`src/rtl/cc_microsequencer.sv`:
```
// cc_microsequencer: registered micro-program sequencer.
// Owns the micro-PC, drives the control-store address every cycle, and supports
// true/inverted flag branches, IR13 branch, decode dispatch, a micro-subroutine
// return stack, a RUN/WAIT park state and a pipeline stall.
//
// Ports:
//   CC_MICROSEQUENCER_CLOCK_50    system clock, rising edge
//   CC_MICROSEQUENCER_RESET_InLow asynchronous active-low reset
//   Seq_Condition   MIR condition field
//   Seq_JumpAddr    MIR jump address
//   Seq_DecodeAddr  decode address from IR opcode bits
//   Seq_Flags       %psr flags {N,Z,V,C}
//   Seq_Ir13        IR bit 13
//   Seq_Stall       hold all state this cycle
//   Seq_Start       release from WAIT
//   Seq_Addr        registered micro-PC (control-store address)
//   Seq_Waiting     parked in WAIT
//   Seq_Overflow    sticky: CALL with full stack
//   Seq_Underflow   sticky: RET with empty stack
//   Seq_Illegal     sticky: reserved condition executed
//
// state   | meaning
// ST_RUN  | executing micro-instructions, condition field is decoded
// ST_WAIT | parked; micro-PC held until Seq_Start releases to INC
module cc_microsequencer #(
    parameter int ADDR_WIDTH  = 11,
    parameter int COND_WIDTH  = 4,
    parameter int FLAGS_WIDTH = 4,
    parameter int STACK_DEPTH = 4
) (
    input  logic                   CC_MICROSEQUENCER_CLOCK_50,
    input  logic                   CC_MICROSEQUENCER_RESET_InLow,
    input  logic [COND_WIDTH-1:0]  Seq_Condition,
    input  logic [ADDR_WIDTH-1:0]  Seq_JumpAddr,
    input  logic [ADDR_WIDTH-1:0]  Seq_DecodeAddr,
    input  logic [FLAGS_WIDTH-1:0] Seq_Flags,
    input  logic                   Seq_Ir13,
    input  logic                   Seq_Stall,
    input  logic                   Seq_Start,
    output logic [ADDR_WIDTH-1:0]  Seq_Addr,
    output logic                   Seq_Waiting,
    output logic                   Seq_Overflow,
    output logic                   Seq_Underflow,
    output logic                   Seq_Illegal
);

    localparam int SP_W  = $clog2(STACK_DEPTH) + 1;
    localparam int IDX_W = $clog2(STACK_DEPTH);
    localparam int F_N = 3, F_Z = 2, F_V = 1, F_C = 0;

    typedef enum logic {ST_RUN = 1'b0, ST_WAIT = 1'b1} state_t;

    state_t                r_state;
    logic [ADDR_WIDTH-1:0] r_addr;
    logic [ADDR_WIDTH-1:0] r_stack [STACK_DEPTH];
    logic [SP_W-1:0]       r_sp;
    logic                  r_ovf, r_udf, r_ill;

    state_t                w_state_nxt;
    logic [ADDR_WIDTH-1:0] w_addr_nxt, w_inc;
    logic [SP_W-1:0]       w_sp_nxt;
    logic                  w_push;
    logic                  w_ovf_nxt, w_udf_nxt, w_ill_nxt;
    logic [IDX_W-1:0]      w_top_idx, w_push_idx;

    assign w_inc      = r_addr + ADDR_WIDTH'(1);
    assign w_push_idx = IDX_W'(r_sp);
    assign w_top_idx  = IDX_W'(r_sp - SP_W'(1));

    always_comb begin
        w_state_nxt = r_state;
        w_addr_nxt  = r_addr;
        w_sp_nxt    = r_sp;
        w_push      = 1'b0;
        w_ovf_nxt   = r_ovf;
        w_udf_nxt   = r_udf;
        w_ill_nxt   = r_ill;
        if (!Seq_Stall) begin
            case (r_state)
                ST_WAIT: begin
                    if (Seq_Start) begin
                        w_state_nxt = ST_RUN;
                        w_addr_nxt  = w_inc;
                    end
                end
                default: begin
                    case (Seq_Condition)
                        4'b0001: w_addr_nxt = Seq_Flags[F_N]  ? Seq_JumpAddr : w_inc;
                        4'b0010: w_addr_nxt = Seq_Flags[F_Z]  ? Seq_JumpAddr : w_inc;
                        4'b0011: w_addr_nxt = Seq_Flags[F_V]  ? Seq_JumpAddr : w_inc;
                        4'b0100: w_addr_nxt = Seq_Flags[F_C]  ? Seq_JumpAddr : w_inc;
                        4'b1010: w_addr_nxt = !Seq_Flags[F_N] ? Seq_JumpAddr : w_inc;
                        4'b1011: w_addr_nxt = !Seq_Flags[F_Z] ? Seq_JumpAddr : w_inc;
                        4'b1100: w_addr_nxt = !Seq_Flags[F_V] ? Seq_JumpAddr : w_inc;
                        4'b1101: w_addr_nxt = !Seq_Flags[F_C] ? Seq_JumpAddr : w_inc;
                        4'b0101: w_addr_nxt = Seq_Ir13 ? Seq_JumpAddr : w_inc;
                        4'b0110: w_addr_nxt = Seq_JumpAddr;
                        4'b0111: w_addr_nxt = Seq_DecodeAddr;
                        4'b1000: begin
                            // Jump is taken even when the push has to be dropped.
                            w_addr_nxt = Seq_JumpAddr;
                            if (r_sp != SP_W'(STACK_DEPTH)) begin
                                w_push   = 1'b1;
                                w_sp_nxt = r_sp + SP_W'(1);
                            end else begin
                                w_ovf_nxt = 1'b1;
                            end
                        end
                        4'b1001: begin
                            if (r_sp != '0) begin
                                w_addr_nxt = r_stack[w_top_idx];
                                w_sp_nxt   = r_sp - SP_W'(1);
                            end else begin
                                w_addr_nxt = w_inc;
                                w_udf_nxt  = 1'b1;
                            end
                        end
                        4'b1110: begin
                            // Start already high means no need to park at all.
                            if (Seq_Start) w_addr_nxt  = w_inc;
                            else           w_state_nxt = ST_WAIT;
                        end
                        4'b1111: begin
                            w_addr_nxt = w_inc;
                            w_ill_nxt  = 1'b1;
                        end
                        default: w_addr_nxt = w_inc;
                    endcase
                end
            endcase
        end
    end

    always_ff @(posedge CC_MICROSEQUENCER_CLOCK_50 or negedge CC_MICROSEQUENCER_RESET_InLow) begin
        if (!CC_MICROSEQUENCER_RESET_InLow) begin
            r_state <= ST_RUN;
            r_addr  <= '0;
            r_sp    <= '0;
            r_ovf   <= 1'b0;
            r_udf   <= 1'b0;
            r_ill   <= 1'b0;
            for (int i = 0; i < STACK_DEPTH; i++) r_stack[i] <= '0;
        end else begin
            r_state <= w_state_nxt;
            r_addr  <= w_addr_nxt;
            r_sp    <= w_sp_nxt;
            r_ovf   <= w_ovf_nxt;
            r_udf   <= w_udf_nxt;
            r_ill   <= w_ill_nxt;
            if (w_push) r_stack[w_push_idx] <= w_inc;
        end
    end

    assign Seq_Addr      = r_addr;
    assign Seq_Waiting   = (r_state == ST_WAIT);
    assign Seq_Overflow  = r_ovf;
    assign Seq_Underflow = r_udf;
    assign Seq_Illegal   = r_ill;

endmodule

```
`config.mk`:
```
export PLATFORM = sky130hd
export DESIGN_NAME = cc_microsequencer
export DESIGN_NICKNAME = d
export VERILOG_FILES = /design/src/rtl/cc_microsequencer.sv
export SDC_FILE = /design/constraint.sdc
export NUM_CORES = 1
export LEC_CHECK = 0
export ABC_AREA = 0
export CAP_MARGIN = 10
export CORE_UTILIZATION = 55
export CTS_BUF_LIST = sky130_fd_sc_hd__clkbuf_8 sky130_fd_sc_hd__clkbuf_16
export CTS_CLUSTER_DIAMETER = 40
export DETAILED_ROUTE_END_ITERATION = 8
export PLACE_DENSITY = 0.81
export SYNTH_ARGS = -nofsm -noshare
export SYNTH_HDL_FRONTEND = slang
export SYNTH_SLANG_ARGS = --single-unit
```
`constraint.sdc`:
```
create_clock -name CC_MICROSEQUENCER_CLOCK_50 -period 2.9 [get_ports CC_MICROSEQUENCER_CLOCK_50]
set_input_delay 0.435 -clock CC_MICROSEQUENCER_CLOCK_50 [delete_from_list [all_inputs] [get_ports CC_MICROSEQUENCER_CLOCK_50]]
set_output_delay 0.435 -clock CC_MICROSEQUENCER_CLOCK_50 [all_outputs]
set_load 0.02 [all_outputs]
```
==> metrics.cfg <==
[placed_design]
dp_hpwl_um = 7610
place_inst = 546
routabilityCongestion = 0.932
numPortBuffers = 49

[finish]
antenna_cells = 0
mostFrequentLayoutCells = 64 x nand2_1, 62 x dfrtp_1, 62 x o21ai_0, 48 x clkdlybuf4s50_1, 29 x buf_4
final_common_cell = nand2_1
fin_cells = 562
final_util_pct = 69.5
syn2layout_area_growth_pct = 23.0
drive_gt1_share_pct = 14.9
fillers = 523
fin_nets = 518

[worst_setup_path]
startpoint_type = input port
critical-path-slowest-cell = clkdlybuf4s50_1
path_cells = clkdlybuf4s50_1 -> nand2b_1 -> o32ai_1 -> a311o_1 -> o21bai_4 -> buf_4 -> a222oi_1 -> o21ai_0
cp.required_ns = 3.13
endpoint_kind = flip-flop
path_class = input port to flip-flop
arrival_ns = 2.64
slowest_delay_ns = 0.73
crit_path_max_fanout = 14

[power_and_ir_drop]
peakVddDrop_v = 0.000526
p_int_mw = 2.20
p_leak_nw = 2.01
combPwrFrac_pct = 38.6
p_seq_share_pct = 38.5
p_sw_share_pct = 37.2
power.density_nw_per_um2 = 746
p_total_mw = 3.51
power.switching_mw = 1.30
clkPwrFrac_pct = 22.9

[cts]
cts_buffers = 9
hold_buffers = 0
clk_pin_slew_worst_paths_ns = 0.08
postCtsResizedCells = 0
clockBufferDepth = 2
clockRootBuffer = clkbuf_8
clk_latency_ns = 0.35
htreeDepth = 3
cts_setup_buffers = 0
cts_tree = built
clock-sinks = 62

[routing]
antenna_left = 0
vias = 3640
drc = 0
avgViaCountPerCell = 6.48
routedWlPerCell_um = 18.7
routed_wl_um = 10500
dr.pass1.iters = 5
drtIter0Drc = 296

[sta]
max_freq_ghz = 0.414
grt_setup_unrepaired = no
finalCritPeriodShare_pct = 83.3
fin_skew_ns = 0.00978
min_period_ns = 2.42
tightest_slew_ns = 0.574
tns_ns = 0
slew_viol_final = 0
finalSetupViolations = 0
fin_hold_ws_ns = 0.0732
hold_viol = 0
slew-limit-headroom_pct = 61.7

[synth]
syn-num-nets = 455
postSynthCellCount = 414
syn_area_per_cell_um2 = 9.23
synth-compound-area-share_pct = 22.6
seq_area_frac_synth_pct = 40.6
muxShareOfSynthArea_pct = 9.07
synthArstFlopShare_pct = 100
yosys.area.top_type = dfrtp_1
ys.flop_type = dfrtp_1
syn_area_um2 = 3820
synth_top_area_share_pct = 40.6
synthAdderAreaFrac_pct = 1.97
ys_types = 62
ys_seq_elements = 62
synth_xor_area_share_pct = 3.44
synthSimpleGateAreaFrac_pct = 17.7
synth_top_family_by_area = compound AO/OA/AOI/OAI gates
ys_warn_count = 0
synth.area.top_cells = dfrtp_1 41%, o21ai_0 8.1%, mux4_2 6.5%, nand2_1 6.3%, nor2_1 2.7%
synth_edf_count = 0

[floorplanning]
die-width_um = 85.3
die-height_um = 85.3
rows = 30
dieArea_um2 = 7280
initial_core_util_pct = 56.5
coreArea_um2 = 6760
ioPinCount = 50

[global_routing]
overflow = 0
antenna_found_initial = 0
grt_pass1_vias = 3450
grt_pass1_wl_um = 16900
grt_max_degree = 27
grt_use_total_pct = 30.7

[run]
max_cap_viol_count = 0

[hold_path]
holdCritPathClass = input port to asynchronous set/reset pin

[status]
status = finished clean

## synth_stat cells, types with 8 or more instances
cell type and count:
a21oi_1 13, a221oi_1 8, clkbuf_1 14, dfrtp_1 62
inv_1 12, mux4_2 11, nand2_1 64, nand3_1 9
nor2_1 27, nor3_1 8, o21ai_0 62, xnor2_1 10
## area by class of cell
cell class	instances	area [um^2]	share of cell area (%)
Sequential cell	62	1550	33.0
Clock inverter	7	80.1	1.70
Inverter	12	45.0	0.959
Tap cell	80	100	2.13
Multi-Input combinational cell	314	2090	44.6
Timing Repair Buffer	78	703	15.0
Clock buffer	9	124	2.64
## sequential cells by signal (all words and copies together) (netlist names)
register / cells
Seq_Addr: 11
Seq_Illegal: 1
r_sp: 3
Seq_Underflow: 1
r_stack: 44
Seq_Waiting: 1
Seq_Overflow: 1
## metal layers
metal	track usage (%)	vias to the layer above	share of wire, %
met5	0	-	0
met4	15.3	0	3.2
met3	4.86	34	8.8
met2	47.3	205	46
met1	42.6	1751	42
li1	-	1650	-
## critical path, delay by kind of cell
kind | cells | cell delay [ns]
and+or+nand+nor | 1 | 0.20
buffers and inverters | 2 | 0.91
AOI/OAI and AO/OA | 5 | 1.10
## cells by family after synthesis
family / Yosys count
AOI/OAI and AO/OA: 131
xor gates and xnor gates: 15
adders and majority gates: 6
buffers and inverters: 38
DFF: 62
muxes: 19
and+or+nand+nor: 143
## final timing paths
kind | from | endpoint | slack [ns] | cells past startpoint
hold reg to reg | Seq_Overflow$_DFFE_PN0P_ | Seq_Overflow$_DFFE_PN0P_ | 0.48 | 1
setup / recovery | Seq_Condition[1] | Seq_Addr[6]$_DFFE_PN0N_ | 0.48 | 8
hold / removal | CC_MICROSEQUENCER_RESET_InLow | Seq_Addr[8]$_DFFE_PN0N_ | 0.07 | 1
min in group CC_MICROSEQUENCER_CLOCK_50 | Seq_Overflow$_DFFE_PN0P_ | Seq_Overflow$_DFFE_PN0P_ | 0.48 | 1
max in group asynchronous | CC_MICROSEQUENCER_RESET_InLow | r_stack[40]$_DFFE_PN0P_ | 2.13 | 2
setup reg to reg | Seq_Addr[1]$_DFFE_PN0N_ | Seq_Addr[10]$_DFFE_PN0N_ | 0.58 | 7
## through the flow
step           area, um^2  setup slack [ns]
6_report             4700             0.483
5_1_grt              4700             0.308
4_1_cts              4700             0.515
3_5_place_dp         4490             0.143
3_3_place_gp         4490             0.153
2_1_floorplan        3820             0.442
## power groups by stage
stage	Clock, mW	Sequential, mW	Combinational (mW)
global placement	0	1.33	1.30
floorplan	0	1.37	0.847
global route	0.853	1.38	1.48
CTS	0.811	1.34	1.35
finish	0.803	1.35	1.35
detailed placement	0	1.36	1.34
Power figures use the tool's default switching activity.
